--- config.mk ---
export PLATFORM = sky130hd
export DESIGN_NAME = memory_arbiter
export DESIGN_NICKNAME = d
export VERILOG_FILES = /design/src/rtl/memory_arbiter.sv
export SDC_FILE = /design/constraint.sdc
export NUM_CORES = 1
export LEC_CHECK = 0
export ABC_AREA = 1
export BUFFER_PORTS_ARGS = -buffer_cell sky130_fd_sc_hd__buf_2
export CORE_AREA = 2 2 193 195
export CTS_BUF_LIST = sky130_fd_sc_hd__clkbuf_16
export DETAILED_ROUTE_END_ITERATION = 10
export DIE_AREA = 0 0 195 197
export SYNTH_ARGS = -nofsm -noshare
export SYNTH_HDL_FRONTEND = slang
export SYNTH_SLANG_ARGS = --single-unit
--- constraint.sdc ---
create_clock -name clock -period 1.5 [get_ports clock]
set_clock_uncertainty 0.05 [all_clocks]
set_input_delay 0 -clock clock [delete_from_list [all_inputs] [get_ports clock]]
set_output_delay 0 -clock clock [all_outputs]
set_load 0.02 [all_outputs]
--- src/rtl/memory_arbiter.sv ---
`default_nettype none
// +--------------------------------------------------------------------------+
// | memory_arbiter: round-robin fetch/data arbiter onto one memory port.      |
// | Optional: ARB_TIMEOUT_EN (abort after TIMEOUT mem_ready-low cycles). r1.0 |
// +--------------------------------------------------------------------------+
module memory_arbiter #(
  parameter int ADDR_W  = 64,
  parameter int DATA_W  = 64,
  parameter int TIMEOUT = 16
) (
  input  logic              clock,
  input  logic              reset,
  input  logic              if_req,
  input  logic [ADDR_W-1:0] if_addr,
  output logic              if_ack,
  output logic [31:0]       if_rdata,
  input  logic              d_req,
  input  logic              d_we,
  input  logic [ADDR_W-1:0] d_addr,
  input  logic [DATA_W-1:0] d_wdata,
  output logic              d_ack,
  output logic [DATA_W-1:0] d_rdata,
  output logic              mem_valid,
  output logic              mem_we,
  output logic [ADDR_W-1:0] mem_addr,
  output logic [DATA_W-1:0] mem_wdata,
  input  logic [DATA_W-1:0] mem_rdata,
  input  logic              mem_ready,
  output logic              stall,
  output logic              err
);

  typedef enum logic [1:0] {
    IDLE   = 2'd0,
    BUSY_I = 2'd1,
    BUSY_D = 2'd2
  } state_t;

  state_t state;
  logic   last_data;
  logic   if_elig;
  logic   d_elig;
  logic   pick_d;
  logic   expire;

  // A requester whose ack is showing is still holding req for one more cycle.
  assign if_elig = if_req & ~if_ack;
  assign d_elig  = d_req & ~d_ack;
  assign pick_d  = d_elig & (~if_elig | ~last_data);
  assign stall   = (if_req & ~if_ack) | (d_req & ~d_ack);

`ifdef ARB_TIMEOUT_EN
  localparam int CNT_W = $clog2(TIMEOUT + 1);
  logic [CNT_W-1:0] tcnt;

  assign expire = (tcnt == CNT_W'(TIMEOUT - 1));

  always_ff @(posedge clock or negedge reset) begin
    if (!reset) begin
      tcnt <= '0;
      err  <= 1'b0;
    end else begin
      err <= 1'b0;
      if (state == IDLE) begin
        tcnt <= '0;
      end else if (!mem_ready) begin
        tcnt <= tcnt + CNT_W'(1);
        if (expire) err <= 1'b1;
      end
    end
  end
`else
  logic unused_timeout;
  assign unused_timeout = ^TIMEOUT;
  assign expire         = 1'b0;
  assign err            = 1'b0;
`endif

  always_ff @(posedge clock or negedge reset) begin
    if (!reset) begin
      state     <= IDLE;
      last_data <= 1'b0;
      mem_valid <= 1'b0;
      mem_we    <= 1'b0;
      mem_addr  <= '0;
      mem_wdata <= '0;
      if_ack    <= 1'b0;
      d_ack     <= 1'b0;
      if_rdata  <= '0;
      d_rdata   <= '0;
    end else begin
      if_ack <= 1'b0;
      d_ack  <= 1'b0;
      case (state)
        IDLE: begin
          if (if_elig | d_elig) begin
            mem_valid <= 1'b1;
            if (pick_d) begin
              state     <= BUSY_D;
              mem_we    <= d_we;
              mem_addr  <= d_addr;
              mem_wdata <= d_wdata;
            end else begin
              state     <= BUSY_I;
              mem_we    <= 1'b0;
              mem_addr  <= if_addr;
              mem_wdata <= '0;
            end
          end
        end
        BUSY_I, BUSY_D: begin
          // An aborted access (expire without mem_ready) returns zero data.
          if (mem_ready | expire) begin
            state     <= IDLE;
            mem_valid <= 1'b0;
            last_data <= (state == BUSY_D);
            if (state == BUSY_I) begin
              if_ack   <= 1'b1;
              if_rdata <= mem_ready ? mem_rdata[31:0] : 32'd0;
            end else begin
              d_ack   <= 1'b1;
              d_rdata <= mem_ready ? mem_rdata : '0;
            end
          end
        end
        default: begin
          state     <= IDLE;
          mem_valid <= 1'b0;
        end
      endcase
    end
  end

endmodule
`default_nettype wire

==> summary.txt <==
Detailed routing
  • Vias per cell: 4.616
  • WL/cell: 17.92 µm
  • Routed Wire Length: 45700 µm
  • Residual DRC: 0
  • First-pass iteration count of the detailed router: 5
  • Starting DRT DRC Count: 509
  • DRT antenna net count: 0
  • DR vias: 11771

Floorplanning
  • Rows: 70
  • Initial core utilization: 27.56%
  • Core box area: 36260 µm²
  • Die Area: 38420 µm²
  • Die height: 197 µm
  • Die W: 195 µm
  • IO Count: 492

STA
  • Final Cycle Share: 111.0%
  • Post-route minimum period: 1.664 ns
  • RSZ-0062 raised after global routing: true
  • F_max: 600.8 MHz
  • Setup TNS: -8.298 ns
  • Final Setup Violations: 97
  • Final hold viol count: 0
  • Final worst setup slack: -0.1645 ns
  • Slew Viols, Final: 0

Hold path
  • HP Class: in -> reg

Place
  • Post-DP HPWL: 24990 µm
  • Gpl congestion: 0.8410
  • PortBufs: 490

Job
  • Maxcap violations: 0

Clock network
  • Worst-Skew Late Latency: 0.53 ns
  • Total CTS buffers: 26
  • # H-tree levels: 1
  • CTS tree: built
  • Reg clk slew, reported paths: 0.06 ns
  • Clk buf depth: 3
  • Number of clock sinks: 231
  • Root buf cell: clkbuf_16

Synthesis
  • YS warnings: 0
  • Syn nets: 1503
  • Cell count after synthesis: 1238
  • Synthesis-stage register bit count: 231
  • Avg Cell Area, Syn: 8.072 µm²
  • Library cells used by synthesis: 18
  • Sequential area share after synthesis: 57.84%
  • Cell Area, Synth: 9993 µm²

Finish
  • FF+latch area: 5781 µm²
  • Fill cells: 2982
  • Final #Nets: 2326
  • P&R area growth vs syn: 91.32%
  • Multi-input gate area: 4217 µm²
  • Share of cells above drive strength 1: 41.18%
  • Post-layout util: 52.73%

Setup path
  • WS Path Type: reg -> reg
  • Crit path from: state[0]$_DFFE_PN0P_
  • Startpoint Class: register
  • WP data required: 1.87 ns
  • Crit path to: d_rdata[15]$_DFFE_PN0P_
  • Reg-to-reg endpoint: d_rdata[15]$_DFFE_PN0P_
  • R2R cell count: 8
  • FF-to-FF setup slack: -0.16 ns
  • Worst r2r src: state[0]$_DFFE_PN0P_
  • CP endpoint kind: register
  • Worst endpoint data arrival time: 2.04 ns
  • Critical path fanouts, max: 7

Global route
  • First-pass GRT wire length: 61960 µm
  • Largest net degree at the start of global routing: 58
  • Vias in the first global route: 11725
  • Initial antenna violation count: 1
  • Overflow left after global routing: 0
  • All-Layer GR Usage: 20.18%

Power
  • Final Total Pwr: 38.01 mW
  • Leakage: 10.68 nW
  • Worst IR Drop VDD: 1112 µV
  • Power per cell area: 1988 nW/µm²

Outcome
  • Failing checks: negative setup slack
  • Status: complete, but fails checks
[kinds of logic (layout without fill, tap and decap cells)]
logic type	after synthesis	count (layout)	synth area share, %
fa+ha+maj	3	3	0.3757
compound gates	65	65	3.405
flops	231	231	57.84
mux	1	1	0.1127
simple gates	696	696	27.82
other cells	1	2	0.03753
buf+inv	241	1084	10.40
[power by group]
part           switching [mW]  internal (mW)  total (mW)
Clock                    2.61           3.93        6.54
Sequential               1.81           9.11        10.9
Combinational            12.2           8.39        20.6
Total                    16.6           21.4        38.0
[synth_stat cells]
| cell type | count | area [µm²] |
|---|---|---|
| buf_1 | 2 | 7.510 |
| buf_2 | 45 | 225.2 |
| buf_4 | 9 | 67.56 |
| buf_6 | 6 | 67.56 |
| clkbuf_1 | 9 | 33.78 |
| conb_1 | 1 | 3.750 |
| dfrtp_1 | 231 | 5781 |
| ha_1 | 3 | 37.54 |
| inv_1 | 167 | 626.9 |
| inv_2 | 3 | 11.26 |
| mux2_2 | 1 | 11.26 |
| nand2_1 | 562 | 2110 |
| nand3_1 | 132 | 660.6 |
| nor2_1 | 1 | 3.750 |
| o21ai_0 | 55 | 275.3 |
| o21ai_1 | 6 | 30.03 |
| o21ai_2 | 4 | 35.03 |
| or2_1 | 1 | 6.260 |
[worst max-delay path: stages, from the launching register on]
cell     delay, ns
dfrtp_1       0.38
inv_2         0.06
ha_4          0.28
nand2_4       0.04
or2_4         0.26
buf_12        0.17
buf_16        0.16
nand2_2       0.07
o21ai_2       0.06
[repair_timing]
| item | in CTS | in global routing |
|---|---|---|
| pin swaps | 3 | 102 |
| gates cloned | 10 | 19 |
| buffers inserted | 10 | 18 |
| setup endpoints to repair | 172 | 201 |
| hold endpoints to repair | 461 | 0 |
| hold buffers | 262 | 0 |
| resized for setup | 67 | 275 |
[placed cells by master, fill, tap and decap left out, types with 19 or more instances in the layout]
| master | instances |
|---|---|
| nand2_1 | 451 |
| nand2_2 | 62 |
| buf_12 | 23 |
| dlygate4sd3_1 | 261 |
| buf_4 | 39 |
| buf_2 | 489 |
| clkbuf_16 | 46 |
| o21ai_2 | 19 |
| nand3_1 | 58 |
| nand2_4 | 48 |
| dfrtp_1 | 231 |
| o21ai_0 | 33 |
| inv_1 | 169 |
| nand3_2 | 66 |
[stage by stage]
stage | std cells | instance area, µm² | hold WS (ns) | setup WS, ns
after floorplan | 1238 | 9996 | -0.3456 | -0.1006
after global placement | 2184 | 13390 | -0.1444 | -0.08740
after detailed placement | 2184 | 13390 | -0.1412 | -0.2469
after CTS | 2514 | 17380 | -0.06341 | -0.1317
after global routing | 2550 | 19120 | 0.005456 | -0.2043
final | 2550 | 19120 | 0.003459 | -0.1645
[cell type report]
cell class	instances	share of cell area, %
Sequential cell	231	30.23
Antenna cell	1	0.01309
Clock buffer	27	3.534
Tap cell	468	3.063
Multi-Input combinational cell	766	22.05
Timing Repair Buffer	866	36.57
Inverter	170	3.495
Clock inverter	21	1.041
[state kept, by name, indices dropped and copies added, names as in the netlist]
name       flops
d_ack          1
mem_valid      1
mem_addr      64
if_ack         1
last_data      1
mem_wdata     64
state          2
d_rdata       64
mem_we         1
if_rdata      32
[how the worst min path moves through the flow]
stage	to	slack, ns	cells after the start	start
finish	if_ack$_DFF_PN0_	0.003	4	mem_ready
CTS	last_data$_DFFE_PN0P_	-0.06	5	mem_ready
global placement	d_rdata[47]$_DFFE_PN0P_	-0.14	1	reset
floorplan	d_ack$_DFF_PN0_	-0.35	0	reset
detailed placement	d_rdata[43]$_DFFE_PN0P_	-0.14	1	reset
global route	if_ack$_DFF_PN0_	0.005	4	mem_ready
[layer usage]
metal  up-vias  share of wire [%]  global-route usage, %
met5         -                  0                      0
met4         0                5.1                  11.39
met1      5518                 39                  23.63
li1       5405                  -                      -
met2       678                 48                  34.17
met3       170                7.8                  4.723
Note: power is estimated with default switching activity, not from simulation.
